## config.mk

```make
export PLATFORM = sky130hd
export DESIGN_NAME = rps_player
export DESIGN_NICKNAME = d
export VERILOG_FILES = /design/src/rtl/rps_pkg.sv /design/src/rtl/rps_lfsr.sv /design/src/rtl/rps_player.sv
export SDC_FILE = /design/constraint.sdc
export NUM_CORES = 1
export LEC_CHECK = 0
export BUFFER_PORTS_ARGS = -buffer_cell sky130_fd_sc_hd__buf_4
export CAP_MARGIN = 25
export CELL_PAD_IN_SITES_DETAIL_PLACEMENT = 0
export CELL_PAD_IN_SITES_GLOBAL_PLACEMENT = 1
export CORE_ASPECT_RATIO = 0.75
export CORE_MARGIN = 2
export CORE_UTILIZATION = 36
export CTS_BUF_LIST = sky130_fd_sc_hd__clkbuf_16
export CTS_CLUSTER_DIAMETER = 50
export DETAILED_ROUTE_END_ITERATION = 7
export PLACE_DENSITY_LB_ADDON = 0.1
export RECOVER_POWER = 100
export REMOVE_ABC_BUFFERS = 1
export SLEW_MARGIN = 5
export SYNTH_ARGS = -nofsm -noshare
export SYNTH_HDL_FRONTEND = slang
export SYNTH_HIERARCHICAL = 1
export SYNTH_SLANG_ARGS = --single-unit
```

## constraint.sdc

```tcl
create_clock -name clk -period 1.7 [get_ports clk]
set_clock_uncertainty 0.05 [all_clocks]
set_input_delay 0.51 -clock clk [delete_from_list [all_inputs] [get_ports clk]]
set_output_delay 0.51 -clock clk [all_outputs]
set_load 0.01 [all_outputs]
```

## src/rtl/rps_pkg.sv

```systemverilog
// Shared types and helpers for the rock-paper-scissors player: moves, FSM states,
// LFSR tap set and the LFSR/move conversion functions.
package rps_pkg;

    localparam int unsigned LFSR_W  = 16;
    localparam int unsigned SCORE_W = 32;
    localparam int unsigned COUNT_W = 16;

    // Feedback taps: bits 15, 13, 12 and 10.
    localparam logic [LFSR_W-1:0] LFSR_TAPS = 16'hB400;

    typedef enum logic [1:0] {
        MOVE_NONE     = 2'd0,
        MOVE_ROCK     = 2'd1,
        MOVE_PAPER    = 2'd2,
        MOVE_SCISSORS = 2'd3
    } move_e;

    typedef enum logic [2:0] {
        ST_IDLE   = 3'd0,
        ST_REQ    = 3'd1,
        ST_WAIT   = 3'd2,
        ST_SETTLE = 3'd3,
        ST_GAP    = 3'd4,
        ST_DONE   = 3'd5,
        ST_ERR    = 3'd6
    } player_state_e;

    typedef struct packed {
        logic r;
        logic p;
        logic s;
    } rps_onehot_t;

    function automatic logic [LFSR_W-1:0] lfsr_step(input logic [LFSR_W-1:0] state);
        return {state[LFSR_W-2:0], ^(state & LFSR_TAPS)};
    endfunction

    // Two low LFSR bits select the move; the spare code 3 folds onto rock.
    function automatic move_e lfsr_to_move(input logic [1:0] low_bits);
        move_e m;
        case (low_bits)
            2'd1:    m = MOVE_PAPER;
            2'd2:    m = MOVE_SCISSORS;
            default: m = MOVE_ROCK;
        endcase
        return m;
    endfunction

    function automatic rps_onehot_t move_to_onehot(input move_e m);
        rps_onehot_t oh;
        oh = '0;
        case (m)
            MOVE_ROCK:     oh.r = 1'b1;
            MOVE_PAPER:    oh.p = 1'b1;
            MOVE_SCISSORS: oh.s = 1'b1;
            default:       oh = '0;
        endcase
        return oh;
    endfunction

endpackage

```

## src/rtl/rps_lfsr.sv

```systemverilog
// 16-bit Fibonacci LFSR that steps once per advance strobe; a zero seed
// would lock up, so it is replaced by 1 at reset.
module rps_lfsr
    import rps_pkg::*;
#(
    parameter logic [LFSR_W-1:0] SEED = 16'hACE1
) (
    input  logic              clk,
    input  logic              rst,
    input  logic              i_advance,
    output logic [LFSR_W-1:0] o_state
);

    localparam logic [LFSR_W-1:0] RESET_STATE = (SEED == '0) ? LFSR_W'(1) : SEED;

    logic [LFSR_W-1:0] r_state;

    always_ff @(posedge clk) begin
        if (rst) begin
            r_state <= RESET_STATE;
        end else if (i_advance) begin
            r_state <= lfsr_step(r_state);
        end
    end

    assign o_state = r_state;

endmodule

```

## src/rtl/rps_player.sv

```systemverilog
// Rock-paper-scissors round initiator: requests rounds from the referee with
// LFSR-chosen moves. Define RPS_PLAYER_ADAPT_EN for win-stay/lose-shift play.
module rps_player
    import rps_pkg::*;
#(
    parameter logic [LFSR_W-1:0] SEED    = 16'hACE1,
    parameter int unsigned       ROUNDS  = 16,
    parameter int unsigned       GAP     = 2,
    parameter int unsigned       TIMEOUT = 64
) (
    input  logic               clk,
    input  logic               rst,
    input  logic               enable,
    input  logic               dut_busy,
    input  logic [SCORE_W-1:0] score,
    output logic               r,
    output logic               p,
    output logic               s,
    output logic               go,
    output logic [COUNT_W-1:0] rounds_played,
    output logic               done,
    output logic               timeout_err
);

    localparam int unsigned GAP_W    = (GAP > 1) ? $clog2(GAP) : 1;
    localparam int unsigned TMO_W    = (TIMEOUT > 1) ? $clog2(TIMEOUT) : 1;
    localparam int unsigned GAP_LAST = (GAP == 0) ? 0 : GAP - 1;
    localparam int unsigned TMO_LAST = (TIMEOUT == 0) ? 0 : TIMEOUT - 1;

    player_state_e      r_state,   w_state_d;
    logic               r_go,      w_go_d;
    rps_onehot_t        r_rps,     w_rps_d;
    logic [COUNT_W-1:0] r_rounds,  w_rounds_d;
    logic               r_done,    w_done_d;
    logic               r_tmo_err, w_tmo_err_d;
    logic [GAP_W-1:0]   r_gap_cnt, w_gap_d;
    logic [TMO_W-1:0]   r_tmo_cnt, w_tmo_d;
    logic               w_launch;
    logic [LFSR_W-1:0]  w_lfsr_state;
    rps_onehot_t        w_lfsr_rps;
    rps_onehot_t        w_next_rps;

    rps_lfsr #(
        .SEED (SEED)
    ) u_lfsr (
        .clk       (clk),
        .rst       (rst),
        .i_advance (w_launch),
        .o_state   (w_lfsr_state)
    );

    // Move is taken from the low bits of the value the LFSR steps to on launch.
    assign w_lfsr_rps = move_to_onehot(lfsr_to_move({w_lfsr_state[0],
                                                     ^(w_lfsr_state & LFSR_TAPS)}));

`ifdef RPS_PLAYER_ADAPT_EN
    logic [SCORE_W-1:0] r_prev_score;
    logic               r_win;
    logic               w_win;
    rps_onehot_t        r_last_rps;

    // Score is live in SETTLE, so a GAP=0 relaunch must see this round's result.
    assign w_win      = (r_state == ST_SETTLE) ? ($signed(score) > $signed(r_prev_score)) : r_win;
    assign w_next_rps = w_win ? r_last_rps : w_lfsr_rps;

    always_ff @(posedge clk) begin
        if (rst) begin
            r_prev_score <= '0;
            r_win        <= 1'b0;
            r_last_rps   <= '0;
        end else begin
            if (r_state == ST_SETTLE) begin
                r_prev_score <= score;
                r_win        <= w_win;
            end
            if (w_launch) begin
                r_last_rps <= w_next_rps;
            end
        end
    end
`else
    logic w_unused_score;
    assign w_unused_score = ^score;
    assign w_next_rps     = w_lfsr_rps;
`endif

    always_ff @(posedge clk) begin
        if (rst) begin
            r_state   <= ST_IDLE;
            r_go      <= 1'b0;
            r_rps     <= '0;
            r_rounds  <= '0;
            r_done    <= 1'b0;
            r_tmo_err <= 1'b0;
            r_gap_cnt <= '0;
            r_tmo_cnt <= '0;
        end else begin
            r_state   <= w_state_d;
            r_go      <= w_go_d;
            r_rps     <= w_rps_d;
            r_rounds  <= w_rounds_d;
            r_done    <= w_done_d;
            r_tmo_err <= w_tmo_err_d;
            r_gap_cnt <= w_gap_d;
            r_tmo_cnt <= w_tmo_d;
        end
    end

    always_comb begin
        w_state_d   = r_state;
        w_go_d      = r_go;
        w_rps_d     = r_rps;
        w_rounds_d  = r_rounds;
        w_done_d    = r_done;
        w_tmo_err_d = r_tmo_err;
        w_gap_d     = r_gap_cnt;
        w_tmo_d     = r_tmo_cnt;
        w_launch    = 1'b0;

        case (r_state)
            ST_IDLE: begin
                if (enable && !r_done) begin
                    w_launch = 1'b1;
                end
            end
            ST_REQ: begin
                if (dut_busy) begin
                    w_state_d = ST_WAIT;
                    w_go_d    = 1'b0;
                    w_rps_d   = '0;
                    w_tmo_d   = '0;
                end else if (r_tmo_cnt == TMO_W'(TMO_LAST)) begin
                    w_state_d   = ST_ERR;
                    w_go_d      = 1'b0;
                    w_rps_d     = '0;
                    w_tmo_err_d = 1'b1;
                end else begin
                    w_tmo_d = r_tmo_cnt + TMO_W'(1);
                end
            end
            ST_WAIT: begin
                if (!dut_busy) begin
                    w_state_d = ST_SETTLE;
                    if (r_rounds != '1) begin
                        w_rounds_d = r_rounds + COUNT_W'(1);
                    end
                end
            end
            ST_SETTLE: begin
                if ((ROUNDS != 0) && (r_rounds == COUNT_W'(ROUNDS))) begin
                    w_state_d = ST_DONE;
                    w_done_d  = 1'b1;
                end else if (GAP != 0) begin
                    w_state_d = ST_GAP;
                    w_gap_d   = '0;
                end else if (enable) begin
                    w_launch = 1'b1;
                end else begin
                    w_state_d = ST_IDLE;
                end
            end
            ST_GAP: begin
                if (!enable) begin
                    w_state_d = ST_IDLE;
                end else if (r_gap_cnt == GAP_W'(GAP_LAST)) begin
                    w_launch = 1'b1;
                end else begin
                    w_gap_d = r_gap_cnt + GAP_W'(1);
                end
            end
            ST_DONE, ST_ERR: begin
                w_go_d  = 1'b0;
                w_rps_d = '0;
            end
            default: begin
                w_state_d = ST_IDLE;
            end
        endcase

        // Every route into REQ loads the move, raises go and restarts the timeout.
        if (w_launch) begin
            w_state_d = ST_REQ;
            w_go_d    = 1'b1;
            w_rps_d   = w_next_rps;
            w_tmo_d   = '0;
        end
    end

    assign r             = r_rps.r;
    assign p             = r_rps.p;
    assign s             = r_rps.s;
    assign go            = r_go;
    assign rounds_played = r_rounds;
    assign done          = r_done;
    assign timeout_err   = r_tmo_err;

endmodule
```

==> flow_metrics.env <==
export IMPL_status="complete, no violations"
export IMPL_grt_overflow=0
export IMPL_required_ns=1.83
export IMPL_antenna_found_initial=0
export IMPL_first_iter_violations=119
export IMPL_die_area_mm2=0.00740
export IMPL_synthXorXnorAreaFrac=0.0279
export IMPL_syn_to_final_growth_pct=33.6
export IMPL_crit_path_cell_trace="nor4b_4 > buf_6 > buf_4 > nand4_1 > a21oi_2 > mux2_2"
export IMPL_criticalPathCategory="flip-flop to flip-flop"
export IMPL_rsz0062_at_grt="yes"
export IMPL_cts_root_buf="clkbuf_16"
export IMPL_final_util=0.504
export IMPL_dr_total_vias=2178
export IMPL_die_h_um=75
export IMPL_grtUsageTotal=0.171
export IMPL_seqCellArea_um2=966
export IMPL_initial_core_util=0.377
export IMPL_wire_per_inst_um=14.5
export IMPL_relSlewSlack=0.774
export IMPL_place_gp_congestion=0.807
export IMPL_synth_edf_count=0
export IMPL_final_antenna_net_count=0
export IMPL_period_needed_ns=1.68
export IMPL_max_freq_mhz=596
export IMPL_slew_viol_final=0
export IMPL_p_per_area_mw_per_mm2=935
export IMPL_crit_fanout=5
export IMPL_hold_violations=0
export IMPL_synth_top_family_by_area="simple AND/OR/NAND/NOR gates"
export IMPL_wirelength_um=6090
export IMPL_min_path_cells=2
export IMPL_ys_seq_elements=48
export IMPL_hold_path_class="flip-flop to flip-flop"
export IMPL_syn_cell_area_mm2=0.00242
export IMPL_yosys_area_share_simple=0.266
export IMPL_synth_seq_area_share=0.397
export IMPL_multiInputGateArea_mm2=0.00146
export IMPL_post_route_period_util=0.988
export IMPL_rows=25
export IMPL_vias_per_cell=5.20
export IMPL_cts_buffers=5
export IMPL_ys_warn_count=6
export IMPL_cts_tree="done"
export IMPL_synth_adder_area_share=0.0259
export IMPL_power_leakage_uw=0.00127
export IMPL_setup_viol=0
export IMPL_max_stage_delay_ns=0.35
export IMPL_insertedDiodeCount=0
export IMPL_syn_area_per_cell_um2=8.90
export IMPL_drive_gt1_frac=0.278
export IMPL_fillers=645
export IMPL_synth_compound_area_frac=0.142
export IMPL_setup_worst_path_end_class="flip-flop"
export IMPL_path_buf_inv=2
export IMPL_clock_sinks=48
export IMPL_drv_cap=0
export IMPL_die_x_um=98.7
export IMPL_synth_main_ff_cell="dfxtp_1"
export IMPL_worst_path_stages=6
export IMPL_critPathLaunchType="flip-flop"
export IMPL_arrival_ns=1.81
export IMPL_layout_nets=378
export IMPL_synth_mux_area_frac=0.0941
export IMPL_worst_path_max_delay_cell="dfxtp_2"
export IMPL_io_pins=58
export IMPL_post_layout_nonfiller_instances=419
export IMPL_first_pass_iters=4
export IMPL_synthArstFlopShare=0
export IMPL_htree_levels=2
export IMPL_grt_pass1_wl_um=10100
export IMPL_core_mm2=0.00641
export IMPL_r2r_cells=6
export IMPL_max_vdd_ir_drop_mv=0.488
export IMPL_grt_max_degree=23
export IMPL_port_buffers=25
export IMPL_clk_path_buf_depth=2
export IMPL_synth_cell_types=49
export IMPL_syn_inst=272
export IMPL_clk_latency_ns=0.29
export IMPL_grt_pass1_vias=2075
export IMPL_clk_pin_slew_worst_paths_ns=0.06
export IMPL_hpwl_um=4170
export IMPL_post_place_cells=408
export IMPL_worstMarginPinSlew_ns=0.338
export IMPL_drcViolationCount=0
export IMPL_crit_family="simple AND/OR/NAND/NOR gates"
final timing paths:
kind                from          endpoint  slack [ns]
max reg2reg   r_state[2]  rounds_played[4]        0.02
min reg2reg  timeout_err       timeout_err        0.42
max           r_state[2]  rounds_played[4]        0.02
min          timeout_err       timeout_err        0.42
metal layers:
metal / vias up / track usage / part of all wire
met1: 1029 / 0.254 / 0.55
met5: - / 0 / 0
li1: 1119 / - / -
met2: 24 / 0.251 / 0.41
met4: 0 / 0.0563 / 0.012
met3: 6 / 0.0344 / 0.029
report_power, final:
part | internal [µW] | switching (µW) | leakage [µW]
sequential | 1210 | 70.0 | 0.000392
clock | 686 | 425 | 0.0000850
combinational | 328 | 307 | 0.000792
area by class of cell:
class,instances,area share
flip-flops and latches,48,0.299
clock inverters,3,0.0120
inverters,11,0.0128
repair buffers,69,0.154
multi-input cells,202,0.453
well taps,81,0.0314
clock buffers,5,0.0387
logic make-up (layout without fill, tap and decap cells):
group	after synthesis	after routing
simple gates	114	114
buf+inv	22	88
compound gates	55	55
flops	48	48
xor+xnor	6	6
fa+ha+maj	5	5
mux	22	22
worst register-to-register path, stage by stage (launching register included):
cell and delay (ns):
dfxtp_2 0.35, nor4b_4 0.29, buf_6 0.18, buf_4 0.13
nand4_1 0.11, a21oi_2 0.13, mux2_2 0.34
flip-flops by register name, summed over array words and instances (netlist names):
| name | count |
|---|---|
| done | 1 |
| s | 1 |
| u_lfsr/o_state | 16 |
| r_gap_cnt | 1 |
| rounds_played | 16 |
| go | 1 |
| r_tmo_cnt | 6 |
| r | 1 |
| p | 1 |
| r_state | 3 |
| timeout_err | 1 |
per-stage QoR:
step | TNS [ns] | worst slack (ns) | hold WS, ns | instance area, µm² | total power (µW)
2_1_floorplan | -6.82 | -0.288 | 0.391 | 2350 | 1640
3_3_place_gp | -4.98 | -0.296 | 0.402 | 2970 | 1880
3_5_place_dp | -4.88 | -0.282 | 0.413 | 2970 | 1890
4_1_cts | 0 | 0.00577 | 0.428 | 3170 | 3010
5_1_grt | -0.580 | -0.0575 | 0.450 | 3230 | 3190
6_report | 0 | 0.0209 | 0.420 | 3230 | 3020
cells in the mapped netlist (2+ instances only):
cell type | instances | share of area
and2_1 | 2 | 0.0052
nor4b_1 | 2 | 0.0072
clkbuf_1 | 6 | 0.0093
or4_1 | 5 | 0.016
nor2_1 | 26 | 0.040
and4_1 | 3 | 0.011
nor3_1 | 7 | 0.014
nor2b_1 | 4 | 0.010
mux2i_1 | 16 | 0.066
xnor2_2 | 2 | 0.013
nand4_2 | 2 | 0.010
ha_1 | 5 | 0.026
nor4_1 | 2 | 0.0052
nand4_1 | 3 | 0.0078
o21ai_0 | 9 | 0.019
o211ai_1 | 4 | 0.012
nor3b_1 | 2 | 0.0062
a31oi_1 | 6 | 0.016
a211oi_1 | 5 | 0.016
dfxtp_1 | 48 | 0.40
nand3_1 | 10 | 0.021
nand2b_1 | 8 | 0.021
o31ai_1 | 5 | 0.016
inv_1 | 11 | 0.017
a21oi_1 | 20 | 0.041
mux2_2 | 6 | 0.028
and3_1 | 4 | 0.010
or3_1 | 6 | 0.016
xnor2_1 | 3 | 0.011
nand2_1 | 21 | 0.033
timing repair:
| item | CTS | global route |
|---|---|---|
| buffers inserted | 0 | 1 |
| pin swaps | 1 | 3 |
| resized for setup | 7 | 28 |
| setup endpoints to repair | 10 | 42 |
| hold buffers | 0 | 0 |
| cloned | 0 | 2 |
placed cells by master, fill, tap and decap left out, types with 4 or more instances in the layout:
master     count
nand2_1       21
o31ai_1        5
or4_1          4
a21oi_1       16
a31oi_1        5
clkbuf_16      6
clkbuf_1      18
mux2i_1       16
inv_1         11
mux2_2         5
nand2b_1       8
nor2b_1        4
a21oi_2        4
buf_4         42
dfxtp_2        4
dfxtp_1       44
nor3_1         7
or3_1          6
nand3_1       10
o21ai_0        9
nor2_1        25
o211ai_1       4
Note: power is estimated with default switching activity, not from simulation.
